### config.mk
export PLATFORM = sky130hd
export DESIGN_NAME = des_expand_keymix_flat
export DESIGN_NICKNAME = d
export VERILOG_FILES = /design/src/rtl/des_pkg.sv /design/src/rtl/des_expand_keymix_if.sv /design/src/rtl/des_elastic_buf.sv /design/src/rtl/des_expand_keymix.sv /design/src/flat_wrapper.sv
export SDC_FILE = /design/constraint.sdc
export NUM_CORES = 1
export LEC_CHECK = 0
export ABC_AREA = 1
export CAP_MARGIN = 20
export CELL_PAD_IN_SITES_DETAIL_PLACEMENT = 0
export CELL_PAD_IN_SITES_GLOBAL_PLACEMENT = 1
export CORE_MARGIN = 1.5
export CORE_UTILIZATION = 36
export DETAILED_ROUTE_END_ITERATION = 10
export PLACE_DENSITY = 0.8
export SKIP_LAST_GASP = 1
export SLEW_MARGIN = 15
export SYNTH_ARGS = -nofsm -noshare
export SYNTH_HDL_FRONTEND = slang
export SYNTH_SLANG_ARGS = --single-unit
export TNS_END_PERCENT = 1
### constraint.sdc
create_clock -name clk -period 3.8 [get_ports clk]
set_clock_uncertainty 0.1 [all_clocks]
set_input_delay 0.76 -clock clk [delete_from_list [all_inputs] [get_ports clk]]
set_output_delay 0.76 -clock clk [all_outputs]
set_load 0.01 [all_outputs]
### src/rtl/des_pkg.sv
// Shared DES constants: half/subkey widths, S-box geometry, round-tag width
// and the E bit-selection table (FIPS bit numbering, bit 1 = MSB).
package des_pkg;

  localparam int HALF_W    = 32;
  localparam int SUBKEY_W  = 48;
  localparam int SBOX_IN_W = 6;
  localparam int NUM_SBOX  = 8;
  localparam int TAG_W     = 5;

  // Output bit i (1..48) takes R bit E_TABLE[i-1].
  localparam int E_TABLE [48] = '{
    32,  1,  2,  3,  4,  5,
     4,  5,  6,  7,  8,  9,
     8,  9, 10, 11, 12, 13,
    12, 13, 14, 15, 16, 17,
    16, 17, 18, 19, 20, 21,
    20, 21, 22, 23, 24, 25,
    24, 25, 26, 27, 28, 29,
    28, 29, 30, 31, 32,  1
  };

endpackage

### src/rtl/des_expand_keymix_if.sv
// Beat-level bus of the expand/key-mix stage: input channel (R, subkey,
// block start) and output channel (S-box addresses, round tag).
interface des_expand_keymix_if;
  import des_pkg::*;

  logic                in_valid;
  logic                in_ready;
  logic [HALF_W-1:0]   r_in;
  logic [SUBKEY_W-1:0] subkey;
  logic                blk_start;
  logic                out_valid;
  logic                out_ready;
  logic [SUBKEY_W-1:0] sbox_addr;
  logic [TAG_W-1:0]    round_o;
  logic                last_o;

  // Producer/consumer side (drives beats in, accepts results).
  modport master (
    output in_valid, r_in, subkey, blk_start, out_ready,
    input  in_ready, out_valid, sbox_addr, round_o, last_o
  );

  // The stage itself.
  modport slave (
    input  in_valid, r_in, subkey, blk_start, out_ready,
    output in_ready, out_valid, sbox_addr, round_o, last_o
  );
endinterface

### src/rtl/des_elastic_buf.sv
// DEPTH-entry valid/ready FIFO. in_ready is a flop (no path from out_ready);
// out_data reads zero while empty so the consumer never sees stale beats.
module des_elastic_buf #(
  parameter int DEPTH = 2,
  parameter int W     = 48
) (
  input  logic         clk,
  input  logic         rst_n,
  input  logic         in_valid,
  output logic         in_ready,
  input  logic [W-1:0] in_data,
  output logic         out_valid,
  input  logic         out_ready,
  output logic [W-1:0] out_data
);

  localparam int PW = (DEPTH > 1) ? $clog2(DEPTH) : 1;
  localparam int CW = $clog2(DEPTH + 1);

  logic [W-1:0]  mem [DEPTH];
  logic [PW-1:0] wr_ptr, rd_ptr;
  logic [CW-1:0] count, count_next;
  logic          ready_q;
  logic          push, pop;

  function automatic logic [PW-1:0] ptr_inc(input logic [PW-1:0] p);
    return (p == PW'(DEPTH - 1)) ? '0 : p + 1'b1;
  endfunction

  assign push      = in_valid & ready_q;
  assign pop       = (count != '0) & out_ready;
  assign in_ready  = ready_q;
  assign out_valid = (count != '0);
  assign out_data  = (count != '0) ? mem[rd_ptr] : '0;

  // Occupancy after this cycle's push/pop; simultaneous push and pop cancel.
  always_comb begin
    count_next = count;
    case ({push, pop})
      2'b10:   count_next = count + 1'b1;
      2'b01:   count_next = count - 1'b1;
      default: count_next = count;
    endcase
  end

  // Pointers, occupancy and the registered ready flag (0 while in reset).
  always_ff @(posedge clk or negedge rst_n) begin
    if (!rst_n) begin
      wr_ptr  <= '0;
      rd_ptr  <= '0;
      count   <= '0;
      ready_q <= 1'b0;
    end else begin
      if (push) wr_ptr <= ptr_inc(wr_ptr);
      if (pop)  rd_ptr <= ptr_inc(rd_ptr);
      count   <= count_next;
      ready_q <= (count_next < CW'(DEPTH));
    end
  end

  // Payload storage; validity is tracked by count, so no reset needed here.
  always_ff @(posedge clk) begin
    if (push) mem[wr_ptr] <= in_data;
  end

endmodule

### src/rtl/des_expand_keymix.sv
// DES round front end: E-expansion of R, XOR with the subkey, buffered as
// eight 6-bit S-box addresses. Optional round tagging under the macro
// DES_ROUND_TAG_EN; without it round_o/last_o are held at zero.
module des_expand_keymix
  import des_pkg::*;
#(
  parameter int DEPTH  = 2,
  parameter int ROUNDS = 16
) (
  input  logic clk,
  input  logic rst_n,
  des_expand_keymix_if.slave bus
);

  logic [SUBKEY_W-1:0] expanded;
  logic [SUBKEY_W-1:0] mixed;

  // FIPS bit i of an N-bit vector sits at index N-i.
  for (genvar gi = 0; gi < SUBKEY_W; gi++) begin : g_expand
    assign expanded[SUBKEY_W-1-gi] = bus.r_in[HALF_W - E_TABLE[gi]];
  end

  assign mixed = expanded ^ bus.subkey;

`ifdef DES_ROUND_TAG_EN
  logic [TAG_W-1:0]          cnt_reg;
  logic [TAG_W-1:0]          tag_next;
  logic                      push;
  logic [SUBKEY_W+TAG_W-1:0] buf_out;

  assign push = bus.in_valid & bus.in_ready;

  // Tag for the beat being offered: restart at 1 on block start, else advance and wrap.
  always_comb begin
    tag_next = TAG_W'(1);
    if (!bus.blk_start && (cnt_reg < TAG_W'(ROUNDS)))
      tag_next = cnt_reg + 1'b1;
  end

  // Round counter remembers the tag of the last accepted beat.
  always_ff @(posedge clk or negedge rst_n) begin
    if (!rst_n)    cnt_reg <= '0;
    else if (push) cnt_reg <= tag_next;
  end

  des_elastic_buf #(.DEPTH(DEPTH), .W(SUBKEY_W + TAG_W)) u_buf (
    .clk       (clk),
    .rst_n     (rst_n),
    .in_valid  (bus.in_valid),
    .in_ready  (bus.in_ready),
    .in_data   ({mixed, tag_next}),
    .out_valid (bus.out_valid),
    .out_ready (bus.out_ready),
    .out_data  (buf_out)
  );

  assign bus.sbox_addr = buf_out[SUBKEY_W+TAG_W-1:TAG_W];
  assign bus.round_o   = buf_out[TAG_W-1:0];
  assign bus.last_o    = bus.out_valid & (buf_out[TAG_W-1:0] == TAG_W'(ROUNDS));
`else
  logic unused_cfg;

  // Block start and round count only matter when tagging is built in.
  assign unused_cfg = bus.blk_start ^ (ROUNDS == 0);

  des_elastic_buf #(.DEPTH(DEPTH), .W(SUBKEY_W)) u_buf (
    .clk       (clk),
    .rst_n     (rst_n),
    .in_valid  (bus.in_valid),
    .in_ready  (bus.in_ready),
    .in_data   (mixed),
    .out_valid (bus.out_valid),
    .out_ready (bus.out_ready),
    .out_data  (bus.sbox_addr)
  );

  assign bus.round_o = '0;
  assign bus.last_o  = 1'b0;
`endif

endmodule

### src/flat_wrapper.sv
// flat-port wrapper written by rule: the top's interface ports become plain ports
module des_expand_keymix_flat import des_pkg::*;
#(
  parameter int DEPTH  = 2,
  parameter int ROUNDS = 16
)
  (clk, rst_n, bus_in_valid, bus_r_in, bus_subkey, bus_blk_start, bus_out_ready, bus_in_ready, bus_out_valid, bus_sbox_addr, bus_round_o, bus_last_o);
  des_expand_keymix_if bus_i ();
  input  logic clk;
  input  logic rst_n;
  input wire logic [$bits(bus_i.in_valid)-1:0] bus_in_valid;
  input wire logic [$bits(bus_i.r_in)-1:0] bus_r_in;
  input wire logic [$bits(bus_i.subkey)-1:0] bus_subkey;
  input wire logic [$bits(bus_i.blk_start)-1:0] bus_blk_start;
  input wire logic [$bits(bus_i.out_ready)-1:0] bus_out_ready;
  output wire logic [$bits(bus_i.in_ready)-1:0] bus_in_ready;
  output wire logic [$bits(bus_i.out_valid)-1:0] bus_out_valid;
  output wire logic [$bits(bus_i.sbox_addr)-1:0] bus_sbox_addr;
  output wire logic [$bits(bus_i.round_o)-1:0] bus_round_o;
  output wire logic [$bits(bus_i.last_o)-1:0] bus_last_o;
  assign bus_i.in_valid = bus_in_valid;
  assign bus_i.r_in = bus_r_in;
  assign bus_i.subkey = bus_subkey;
  assign bus_i.blk_start = bus_blk_start;
  assign bus_i.out_ready = bus_out_ready;
  assign bus_in_ready = bus_i.in_ready;
  assign bus_out_valid = bus_i.out_valid;
  assign bus_sbox_addr = bus_i.sbox_addr;
  assign bus_round_o = bus_i.round_o;
  assign bus_last_o = bus_i.last_o;
  des_expand_keymix #(.DEPTH(DEPTH), .ROUNDS(ROUNDS)) u_core (.clk(clk), .rst_n(rst_n), .bus(bus_i));
endmodule
==> impl_metrics.ini, run 1 <==
[route]
vias = 2858
drt_iter0_markers = 98
drt_wl_total_um = 8510
drc = 0
via_per_inst = 4.57
wire_per_inst_um = 13.6
dr.pass1.iters = 4
drtAntennaViolNets = 0

[timing]
fin_crit_sh_pct = 83.0
hold_viol = 0
period_minus_slack_ps = 3150
fin_setup_tns_ps = 0
worst_pin_slew_ps = 641
fmax_mhz = 317
setup_violations = 0
rsz0062_at_grt = no
drv_slew = 0
relSlewSlack_pct = 57.2

[logic_synthesis]
synth-seq-cells = 101
synthTopCellsByArea = edfxtp_1 (66%), xor2_1 (10%), nand2_1 (8.7%)
netlist_area_um2 = 4380
yosysSeqAreaShare_pct = 68.6
synth_top_cell_area_share_pct = 65.8
synth-main-ff-cell = edfxtp_1
avgSynthCellArea_um2 = 12.9
netlist-cell-type-count = 19
synth_most_common_cell = nand2_1
synth_area_leader_cell = edfxtp_1
synth_edf_count = 96
postSynth.asyncResetShare_pct = 4.95
yosys_warnings = 0
synth_commonest_cells = nand2_1 (101), edfxtp_1 (96), xor2_1 (50), a21oi_1 (38), a21oi_2 (10)
synth_cells = 340

[finish]
finalInstanceArea_um2 = 6100
antenna_cells = 0
syn_to_final_growth_pct = 39.3
instances_no_fill = 625
drive_gt1_share_pct = 7.32
finalNetCount = 559

[place]
post_dp_cell_area_um2 = 5810
io_buffers = 133
gp_congestion = 0.685
place_hpwl_um = 5750
placed_cells = 609

[worst_setup_path]
arrival_ps = 2290
critPathBufInv = 2
critPathSlowestCell = dfrtp_2
crit_family = buffers and inverters
crit_type = reg2out
crit_fanout = 29
crit_required_ps = 2940
cp-end-kind = primary output
cpPeakStageDelay_ps = 670
critPathLaunchType = register
crit_chain = buf_4, nand2_1, a21oi_1, clkdlybuf4s50_1

[die]
core_um2 = 12000
dieArea_um2 = 12800
rows = 40
die_width_um = 113
die_y_um = 113
pin_count = 141
initial_core_util_pct = 36.6

[flow_run]
cap_viol_max_count = 0

[min_path]
hold_path.class = reg2reg

[clocking]
cts_tree = yes
cts_made_buffers = 9
htree_levels = 3
post_cts_buffers = 0
cts.path.max_buffers = 2
clockRootBuffer = clkbuf_16
cts_sinks = 101
cts.repair.resized = 0
hold_buffers = 0
clkLatencyLatePin_ps = 340
clkTransAtPathRegs_ps = 70

[pwr]
vdd_drop_max_v = 0.000286
power_density_nw_per_um2 = 711
power_leakage_nw = 2.23

[outcome]
status = complete, no violations

[global_route]
grt_start_max_net_pins = 49
grt-ovfl-total = 0
grt_pass1_vias = 2841
antenna_found_initial = 0
grt_pass1_wl_um = 13500
grt_usage_pct = 13.6
## kinds of logic after synthesis
kind of cell,after synthesis,synth area share (%)
simple gates,107,9.31
flops,101,68.6
xor+xnor,51,10.2
compound gates,48,6.34
other cells,1,0.0856
fa+ha+maj,1,0.286
buf+inv,31,5.14
## routing by layer
metal / track usage (%) / vias to the layer above / share of wire (%)
met2: 24.5 / 86 / 52
met3: 3.48 / 9 / 4.7
met4: 4.00 / 0 / 0.98
met5: 0 / - / 0
met1: 16.0 / 1356 / 42
li1: - / 1407 / -
## area by class of cell
| type | count | area, um2 |
|---|---|---|
| well taps | 147 | 184 |
| fillers | 1032 | 5860 |
| multi-input cells | 213 | 1190 |
| repair buffers | 139 | 1390 |
| clock inverters | 5 | 65.1 |
| clock buffers | 11 | 233 |
| flip-flops and latches | 101 | 3010 |
| inverters | 9 | 36.3 |
## report_power, final
part           switching [mW]  internal [mW]
Combinational           0.944          0.870
Sequential              0.109           1.51
Clock                   0.386          0.519
## through the flow
stage | hold WS, ps | worst slack [ps] | power, mW | util (%)
global route | 532 | 457 | 4.61 | 51.0
CTS | 495 | 591 | 4.42 | 51.0
detailed placement | 484 | 965 | 3.50 | 48.5
finish | 494 | 647 | 4.34 | 51.0
global placement | 457 | 968 | 3.47 | 48.5
floorplan | 364 | 356 | 2.62 | -
## placed cells by master, fill, tap and decap left out
| cell | count |
|---|---|
| nand4_1 | 1 |
| nand2_1 | 101 |
| conb_1 | 6 |
| clkdlybuf4s50_1 | 133 |
| nand3_1 | 1 |
| inv_6 | 3 |
| buf_12 | 1 |
| xor2_1 | 50 |
| edfxtp_1 | 96 |
| dfrtp_2 | 1 |
| inv_4 | 1 |
| nor2_4 | 3 |
| nor2_1 | 1 |
| xnor2_1 | 1 |
| a21oi_1 | 38 |
| inv_1 | 8 |
| clkbuf_16 | 9 |
| clkinv_4 | 1 |
| clkbuf_1 | 2 |
| ha_1 | 1 |
| a21oi_2 | 10 |
| bufinv_16 | 1 |
| buf_4 | 5 |
| dfrtp_1 | 4 |
## worst reg2reg max path: cells and delay by family, from the launching register on
family / cells / cell delay, ps
fa+ha+maj: 1 / 320
simple gates: 4 / 810
flops: 1 / 440
buf+inv: 3 / 410
## sequential cells by signal (all words and copies together), names as in the netlist, named ones only
name,cells
u_core.u_buf.mem,96
u_core.u_buf.count,1
u_core.u_buf.in_ready,1
u_core.u_buf.rd_ptr,1
u_core.u_buf.wr_ptr,1
## final timing paths
| kind | start | to | slack (ps) | depth (start not counted) |
|---|---|---|---|---|
| max in group asynchronous | rst_n | u_core.u_buf.rd_ptr$_DFFE_PN0P_ | 2830 | 1 |
| hold / removal | u_core.u_buf.count[0]$_DFFE_PN0N_ | u_core.u_buf.count[0]$_DFFE_PN0N_ | 490 | 1 |
| setup / recovery | u_core.u_buf.rd_ptr$_DFFE_PN0P_ | bus_sbox_addr[18] | 650 | 4 |
| setup reg to reg | u_core.u_buf.count[0]$_DFFE_PN0N_ | u_core.u_buf.in_ready$_DFF_PN0_ | 1610 | 8 |
| hold reg to reg | u_core.u_buf.count[0]$_DFFE_PN0N_ | u_core.u_buf.count[0]$_DFFE_PN0N_ | 490 | 1 |
| min in group asynchronous | rst_n | u_core.u_buf.in_ready$_DFF_PN0_ | 540 | 1 |
(Power assumes the default switching activity.)
==> run 2: changes to the inputs <==
- CORE_UTILIZATION: 36 -> 33
- PLACE_DENSITY: 0.8 -> 0.77
- clock period: 3.8 -> 2.9 ns (I/O delays scaled with it)
==> run 2 against run 1 <==
Effect of this change:
- hold slack worse by 110 ps
- sequential share of layout area down 0.44 points
- sequential cell count unchanged
- critical path depth unchanged
- utilization down 2.8 points
- largest power group unchanged
- clock power up 37%
- combinational power up 35%
- register-to-register slack worse by 530 ps
- first-iteration DRC count up 6.1%
==> impl_metrics.ini, run 2 (synthesis results as in run 1) <==
[timing]
worst_pin_slew_ps = 516
period_minus_slack_ps = 2770
fmax_mhz = 361
fin_setup_tns_ps = 0
fin_crit_sh_pct = 95.4
rsz0062_at_grt = no
hold_viol = 0
drv_slew = 0
holdWs_ps = 383
setup_violations = 0
relSlewSlack_pct = 65.6
setup_slack_ps = 133

[clocking]
clockRootBuffer = clkbuf_16
cts_tree = yes
cts_sinks = 101
htree_levels = 3
cts.path.max_buffers = 2
post_cts_buffers = 0
clkLatencyLatePin_ps = 330
clkTransAtPathRegs_ps = 60
hold_buffers = 0
cts.repair.resized = 0
cts_made_buffers = 9

[global_route]
grt-ovfl-total = 0
grt_start_max_net_pins = 51
antenna_found_initial = 0
grt_pass1_vias = 2936
grt_pass1_wl_um = 13900
grt_usage_pct = 12.5

[route]
dr.pass1.iters = 4
drt_iter0_markers = 104
drtAntennaViolNets = 0
wire_per_inst_um = 13.1
via_per_inst = 4.38
vias = 2848
drc = 0
drt_wl_total_um = 8490

[worst_setup_path]
critPathLaunchType = register
arrival_ps = 2090
cp-end-kind = primary output
critPathSlowestCell = clkdlybuf4s50_1
crit_fanout = 48
crit_required_ps = 2220
crit_chain = inv_4, nand2_1, a21oi_1, clkdlybuf4s50_1
crit_family = buffers and inverters
crit_type = reg2out
cpPeakStageDelay_ps = 590
critPathBufInv = 2

[finish]
syn_to_final_growth_pct = 40.5
antenna_cells = 0
final_cell_mix = clkdlybuf4s50_1 (133), nand2_1 (101), edfxtp_1 (96), xor2_1 (50), a21oi_1 (38)
final-seq-area_um2 = 3010
largest_reg_flops = 96
regMostFlops = u_core.u_buf.mem
fillerInstances = 1109
layout_commonest_cell = clkdlybuf4s50_1
drive_gt1_share_pct = 7.53
final_core_util_pct = 48.2
multi_input_area_um2 = 1190
finalNetCount = 560

[pwr]
power_switching_mw = 1.88
power_density_nw_per_um2 = 936
p_comb_share_pct = 42.3
total_power_mw = 5.76
power_leakage_nw = 2.24
pwr-share-clk_pct = 21.6
p_seq_share_pct = 36.1
vdd_drop_max_v = 0.000391
p_sw_share_pct = 32.6
power.internal_mw = 3.89

[place]
place_hpwl_um = 5680
gp_congestion = 0.677
io_buffers = 133
place_worst_setup_slack_ps = 478

[flow_run]
cap_viol_max_count = 0

[die]
pin_count = 141
rows = 41
core_um2 = 12800
die_width_um = 118
initial_core_util_pct = 34.3
die_y_um = 118
dieArea_um2 = 14000

[outcome]
status = complete, no violations

[min_path]
hold_path.class = in2async
## run 2: changes by cell type in the layout (fill, tap and decap cells not counted)
| cell | change |
|---|---|
| buf_4 | +1 |
| bufinv_16 | +1 |
| clkbuf_1 | -1 |
| inv_6 | -2 |
| clkinvlp_4 | +1 |
## run 2: power groups by stage
stage / sequential [mW] / clock [mW] / combinational (mW)
after floorplan: 2.10 / 0 / 1.33
after global placement: 2.10 / 0 / 2.47
after detailed placement: 2.11 / 0 / 2.49
after CTS: 2.08 / 1.28 / 2.51
after global routing: 2.10 / 1.34 / 2.68
final: 2.08 / 1.24 / 2.44
## run 2: worst paths after layout
path / slack [ps] / end / cells after the start / from
max: 130 / bus_sbox_addr[17] / 4 / u_core.u_buf.rd_ptr$_DFFE_PN0P_
min: 380 / u_core.u_buf.in_ready$_DFF_PN0_ / 1 / rst_n
max reg2reg: 1080 / u_core.u_buf.in_ready$_DFF_PN0_ / 8 / u_core.u_buf.count[0]$_DFFE_PN0N_
min reg2reg: 490 / u_core.u_buf.count[0]$_DFFE_PN0N_ / 1 / u_core.u_buf.count[0]$_DFFE_PN0N_
max in group asynchronous: 2090 / u_core.u_buf.rd_ptr$_DFFE_PN0P_ / 1 / rst_n
min in group clk: 490 / u_core.u_buf.count[0]$_DFFE_PN0N_ / 1 / u_core.u_buf.count[0]$_DFFE_PN0N_
## run 2: per-layer routing
metal  share of wire [%]  wire length (um)  vias to the layer above  track usage, %
met5                   0                 0                        -               0
met4                 1.1                97                        0            4.50
met3                 5.4               462                        9            3.04
met2                  52              4400                       88            22.3
met1                  42              3530                     1344            14.4
li1                    -                 -                     1407               -
## run 2: area by class of cell
type	instances	area share (%)
clock buffer	10	3.72
clock inverter	5	1.38
sequential	101	48.9
timing repair buffer	140	22.7
tap	172	3.49
inverter	9	0.589
multi-input combinational	213	19.3
## run 2: metrics by stage
step           instance area (um2)  cells
2_1_floorplan                 4400    345
3_3_place_gp                  5840    635
3_5_place_dp                  5840    635
4_1_cts                       6160    650
5_1_grt                       6160    650
6_report                      6160    650
==> run 3: changes to the inputs <==
- SKIP_LAST_GASP: 1 -> default
==> results of run 3 <==
Final layout, timing and power as in run 2 (identical DEF).
